===== src/rtl/bp_update_ctrl.sv =====
// Branch-predictor PHT update controller: sweeps the table to weakly-taken after reset,
// then drains resolved-branch updates from a small FIFO into the PHT write port.
module bp_update_ctrl #(
    parameter int L_IDX   = 4,
    parameter int Q_DEPTH = 4
) (
    input  logic             clk,
    input  logic             rst,
    input  logic             ex_upd_valid,
    input  logic [31:0]      ex_upd_pc,
    input  logic             ex_upd_mispredict,
    output logic             ex_upd_ready,
    output logic             pht_wr_en,
    output logic [L_IDX-1:0] pht_wr_idx,
    output logic             pht_wr_init,
    output logic             pht_wr_mispredict,
    output logic             init_busy,
    output logic             flush_req,
    output logic [31:0]      br_count,
    output logic [31:0]      mp_count
);

    localparam int PW = $clog2(Q_DEPTH);
    localparam logic [PW:0] FULL_CNT = (PW+1)'(Q_DEPTH);

    typedef enum logic {S_INIT, S_RUN} state_t;

    state_t           r_state;
    logic [L_IDX-1:0] r_sweep;
    logic [L_IDX-1:0] r_q_idx [Q_DEPTH];
    logic             r_q_mp  [Q_DEPTH];
    logic [PW-1:0]    r_wr_ptr;
    logic [PW-1:0]    r_rd_ptr;
    logic [PW:0]      r_count;
    logic             r_flush;
    logic [31:0]      r_br_count;
    logic [31:0]      r_mp_count;

    logic w_full;
    logic w_enq;
    logic w_deq;

    // Full blocks enqueue even on a dequeue cycle, so ready never depends on the drain path.
    assign w_full       = (r_count == FULL_CNT);
    assign w_enq        = ex_upd_valid && !w_full;
    assign w_deq        = (r_state == S_RUN) && (r_count != '0);
    assign ex_upd_ready = !w_full;
    assign init_busy    = (r_state == S_INIT);
    assign flush_req    = r_flush;
    assign br_count     = r_br_count;
    assign mp_count     = r_mp_count;

    always_comb begin
        // NOTE: every output gets a default first so no path leaves one unassigned (no latch).
        pht_wr_en         = 1'b0;
        pht_wr_idx        = '0;
        pht_wr_init       = 1'b0;
        pht_wr_mispredict = 1'b0;
        if (r_state == S_INIT) begin
            pht_wr_en   = 1'b1;
            pht_wr_idx  = r_sweep;
            pht_wr_init = 1'b1;
        end else if (w_deq) begin
            pht_wr_en         = 1'b1;
            pht_wr_idx        = r_q_idx[r_rd_ptr];
            pht_wr_mispredict = r_q_mp[r_rd_ptr];
        end
    end

    // NOTE: queue storage carries no reset; the occupancy counter alone defines validity.
    always_ff @(posedge clk) begin
        if (w_enq) begin
            r_q_idx[r_wr_ptr] <= ex_upd_pc[L_IDX+1:2];
            r_q_mp[r_wr_ptr]  <= ex_upd_mispredict;
        end
    end

    always_ff @(posedge clk) begin
        if (rst) begin
            r_state    <= S_INIT;
            r_sweep    <= '0;
            r_wr_ptr   <= '0;
            r_rd_ptr   <= '0;
            r_count    <= '0;
            r_flush    <= 1'b0;
            r_br_count <= '0;
            r_mp_count <= '0;
        end else begin
            if (r_state == S_INIT) begin
                r_sweep <= r_sweep + L_IDX'(1);
                if (r_sweep == '1) r_state <= S_RUN;
            end

            if (w_enq) r_wr_ptr <= r_wr_ptr + PW'(1);
            if (w_deq) r_rd_ptr <= r_rd_ptr + PW'(1);
            case ({w_enq, w_deq})
                2'b10:   r_count <= r_count + (PW+1)'(1);
                2'b01:   r_count <= r_count - (PW+1)'(1);
                default: r_count <= r_count;
            endcase

            r_flush <= w_enq && ex_upd_mispredict;
            if (w_enq && r_br_count != '1) r_br_count <= r_br_count + 32'd1;
            if (w_enq && ex_upd_mispredict && r_mp_count != '1) r_mp_count <= r_mp_count + 32'd1;
        end
    end

endmodule


===== config.mk =====
export PLATFORM = sky130hd
export DESIGN_NAME = bp_update_ctrl
export DESIGN_NICKNAME = d
export VERILOG_FILES = /design/src/rtl/bp_update_ctrl.sv
export SDC_FILE = /design/constraint.sdc
export NUM_CORES = 1
export LEC_CHECK = 0
export BUFFER_PORTS_ARGS = -buffer_cell sky130_fd_sc_hd__buf_4
export CAP_MARGIN = 30
export CORE_MARGIN = 4
export CORE_UTILIZATION = 45
export CTS_BUF_LIST = sky130_fd_sc_hd__clkbuf_4
export CTS_CLUSTER_SIZE = 40
export DETAILED_ROUTE_END_ITERATION = 7
export PLACE_DENSITY = 0.69
export SYNTH_ARGS = -nofsm -noshare
export SYNTH_HDL_FRONTEND = slang
export SYNTH_SLANG_ARGS = --single-unit

===== constraint.sdc =====
create_clock -name clk -period 4.5 [get_ports clk]
set_input_delay 0.9 -clock clk [delete_from_list [all_inputs] [get_ports clk]]
set_output_delay 0.9 -clock clk [all_outputs]
set_load 0.05 [all_outputs]

Yosys cells after proc, flatten, opt, wreduce, memory -nomap -nowiden
Memories as Yosys holds them, arrays and structs flattened. A register that Yosys moved wholly into a read port is not among the register bits. Index checks and enable logic that the tools add are counted.

Register bits: 77. Bits in writable memories: 20. Input bits: 36. Output and inout port bits: 74. Word-level logic and storage cells: 48. Memories: 2.

$add $sub $neg: 7. Eq/ne operators: 6. Muxes and demuxes: 16. Bitwise logic cells: 1. Reduce and logical (&&, ||, !) cells: 8.

Memories: r_q_idx (words 4, bits a word 4, rd ports 1, clocked after memory_dff 1, wr ports 1, line 30) `logic [L_IDX-1:0] r_q_idx [Q_DEPTH];`; r_q_mp (words 4, bits a word 1, rd ports 1, clocked after memory_dff 1, wr ports 1, line 31) `logic r_q_mp [Q_DEPTH];`.

Operator list (number): 32-bit by 1-bit adder with 32-bit output, second input constant (2); 32-bit inequality test, second input constant (2); 1-bit two-way mux (9); 2-bit two-way mux (4); 4-bit two-way mux (2); 3-bit case mux with 2 select lines (1); 1-bit logical AND (5); 2-bit by 1-bit adder with 2-bit output, second input constant (2); 4-bit by 1-bit adder with 4-bit output, second input constant (1); 4-bit == test, second input constant (1); 3-bit by 1-bit adder with 3-bit output, second input constant (1); 3-bit == test, second input constant (1); 3-bit nonzero test (1); 3-bit by 1-bit subtractor with 3-bit output, second input constant (1); 2-bit by 1-bit == test with 1-bit output, second input constant (1); 2-bit == test, second input constant (1); 2-bit nonzero test (1); 1-bit zero test (1); 1-bit inverter (1).

Logic depth before layout (Yosys ltp)
Depth in word-level cells: 5. Mapped depth: 10. Mapped depth without buffers: 9.

Worst setup path before layout
OpenSTA, ideal clock, no wires.

Path type: flip-flop to output port. Start point: register r_state. End point: output port pht_wr_idx[0]. Arrival time: 1.858 ns. Data required time: 3.600 ns. Path slack: 1.742 ns. Stages on the path, launching flop included: 4. Buffers on the path: 0. Path through: dfxtp_1 clkinv_1 nor2_1 a22o_1.

Cells in the longest elaborated chain, start to end: 3.

RTL lines: from (decl) (line 28) `state_t r_state;`; from (signal assigned) (line 80) `r_state <= S_INIT;`; from (signal assigned) (line 91) `if (r_sweep == '1) r_state <= S_RUN;`; 1-bit logical AND (line 46) `assign w_deq = (r_state == S_RUN) && (r_count != '0);`; named net w_deq (line 41) `logic w_deq;`; 4-bit two-way mux (line 63) `end else if (w_deq) begin`; 4-bit two-way mux (line 59) `if (r_state == S_INIT) begin`; to (decl) (line 14) `output logic [L_IDX-1:0] pht_wr_idx,`.

The timed path passes the listed nets, and every way through them passes these cells.

Worst setup path in the final report
Start point: register r_state. End point: output port pht_wr_mispredict.

Cells in the longest elaborated chain, start to end: 3.

RTL lines: 1-bit logical AND (line 46); named net w_deq (line 41); 1-bit two-way mux (line 63); 1-bit two-way mux (line 59); to (decl) (line 16) `output logic pht_wr_mispredict,`.

The timed path passes the listed nets, and every way through them passes these cells.

==> impl_metrics.toml <==
[outcome]
outcome = "finished clean"

[logic_synthesis]
synth_cell_type_count = 47
syn_inst = 470
syn_avg_cell_area_um2 = 9.62
synthFlopType = "dfxtp_1"
synth_nets = 515
yosysSeqAreaShare_pct = 48.3
async_reset_ff_share_pct = 0
yosysWarnings = 0
synthesis.area_um2 = 4520
ys_seq_elements = 99
synth-edff-count = 20

[global_route]
grt_max_degree = 81
grt_pass1_wl_mm = 16.4
grt.overflow.total = 0
grt_antenna_before_repair = 0
grt_pass1_vias = 3398
grtUsageTotal_pct = 17.5

[sta]
setup_viol = 0
rsz0062_at_grt = "false"
timing.fmax_mhz = 329
tightestPinTransition_ns = 1.00
hold_slack_ns = 0.512
final.setup.tns_ns = 0
layout_setup_ws_ns = 1.46
fin_skew_ns = 0.0265
finalCritPeriodShare_pct = 67.6
layout_min_cycle_time_ns = 3.04
finalMaxSlewViolations = 0
max_slew_margin_pct = 33.2
hold_violations = 0

[cts]
clkSlewWorstSetupHoldPaths_ns = 0.14
clock_latency_ns = 0.47
post-cts-setup-buffers = 0
cts_resized = 0
cts.sinks = 99
clockBufferDepth = 2
root_buffer = "clkbuf_4"
tritoncts = "yes"
htree_levels = 3
cts-hold-fix-buffers = 0
numCtsBuffers = 9

[power_and_ir_drop]
power_frac_comb_pct = 5.9
vdd_drop_max_v = 0.000168
finalPower_mw = 1.68
intPower_mw = 1.29
p_leak_nw = 2.00
power_switching_mw = 0.382
powerDensity_nw_per_um2 = 309
clkPwrFrac_pct = 38.1
pwr-share-seq_pct = 56.0
p_sw_share_pct = 22.8

[worst_hold_path]
hold_class = "register to register"

[floorplanning]
rows = 36
io_pins = 110
die_height_um = 108
die_width_um = 108
fp.dieArea_um2 = 11700
coreArea_um2 = 9770
initial_core_util_pct = 46.2

[cells_and_area]
mostFrequentLayoutCells = "buf_4 (81), nor2_1 (80), dfxtp_1 (79), nand4_1 (30), nand2_1 (29)"
final_cell_area_um2 = 5420
fillers = 903
antennaDiodeCount = 0
fin_nets = 590
area_growth_pct = 20.0
drive_above_1_share_pct = 21.5
layout_commonest_cell = "buf_4"

[routing]
wl_per_cell_um = 14.2
drt_iter0_drc = 125
vias = 3611
drc_errors = 0
viasPerCell = 5.29
ant_nets = 0
finalWirelength_mm = 9.70
drtPass1Iterations = 4

[setup_path]
crit_type = "register to output port"
critPathCaptureType = "output port"
cp.required_ns = 3.60
critPathArrivalTime_ns = 2.14
start_kind = "register"
worst-path-max-fanout = 9

[placed_design]
gp_congestion = 0.809
hpwl_mm = 6.92
pre_cts_slack_ns = 1.80
dpl_cell_area_um2 = 5220
port_buffers = 81

[flow_run]
cap_violations = 0
layer usage:
layer  vias to the layer above  part of all wire [%]  wire, um  track usage (%)
li1                       1796                     -         -                -
met1                      1721                    43      4220             22.2
met2                        84                    49      4740             28.9
met3                        10                   6.2       600             4.42
met4                         0                   1.5       144             6.22
met5                         -                     0         0                0
logic make-up after synthesis:
logic type / after synthesis / synth area share, %
AND/OR/NAND/NOR: 226 / 26.7
adder cells (fa/ha/maj): 9 / 2.66
flip-flops: 99 / 48.3
XOR/XNOR: 54 / 10.5
buffers and inverters: 31 / 2.93
multiplexers: 10 / 3.65
AO/OA/AOI/OAI: 41 / 5.34
synthesized netlist by cell type, types with 6 or more instances:
cell type  number  area, um2
nor2_1         80        300
and2_1          6       37.5
clkbuf_1       11       41.3
nand3_1        18       90.1
nand4_1        30        188
edfxtp_1       20        601
and3_1          9       56.3
ha_1            8        100
o21ai_0        14       70.1
dfxtp_1        79       1580
nor3_1         11       55.1
xor2_1         26        228
or3_1          13       81.3
inv_1          13       48.8
nand2_1        29        109
a21oi_1        18       90.1
xnor2_1        28        245
nor2b_1         6       37.5
power by group through the flow:
stage | Sequential, mW | Combinational, mW | Clock [mW]
after CTS | 0.939 | 0.101 | 0.651
final | 0.939 | 0.0995 | 0.639
after global routing | 0.942 | 0.110 | 0.691
after detailed placement | 0.958 | 0.101 | 0
after floorplan | 0.967 | 0.0598 | 0
after global placement | 0.956 | 0.0979 | 0
path summary, 6_finish.rpt:
kind              cells after the start   startpoint                 to  slack [ns]
setup / recovery                      4      r_state  pht_wr_mispredict        1.46
hold reg to reg                       2  r_wr_ptr[1]        r_wr_ptr[1]        0.51
setup reg to reg                      9   r_count[2]         r_count[2]        1.82
hold / removal                        2  r_wr_ptr[1]        r_wr_ptr[1]        0.51
sequential cells by signal (all words and copies together), names as in the netlist, named ones only:
| register | flops |
|---|---|
| mp_count | 32 |
| r_count | 3 |
| r_wr_ptr | 2 |
| r_q_mp | 4 |
| r_q_idx | 16 |
| r_rd_ptr | 2 |
| br_count | 32 |
| r_state | 1 |
| r_sweep | 4 |
| flush_req | 1 |
through the flow:
stage,instances,utilization [%]
after floorplan,470,-
after CTS,683,55.5
after detailed placement,667,53.4
after global routing,683,55.5
after global placement,667,53.4
final,683,55.5
worst max-delay path, stage by stage, from the launching register on:
cell and delay [ns]:
dfxtp_1 0.46, clkinv_1 0.27, nor2_1 0.52, and2_1 0.24, buf_4 0.21
area by class of cell:
class | instances | area (um2) | area share [%]
clock inverter | 7 | 140 | 2.58
multi-input combinational | 340 | 2210 | 40.7
sequential | 99 | 2180 | 40.2
tap | 133 | 166 | 3.07
timing repair buffer | 81 | 608 | 11.2
inverter | 14 | 52.6 | 0.969
clock buffer | 9 | 67.6 | 1.25
No activity file was read; power rests on OpenSTA's default activity.
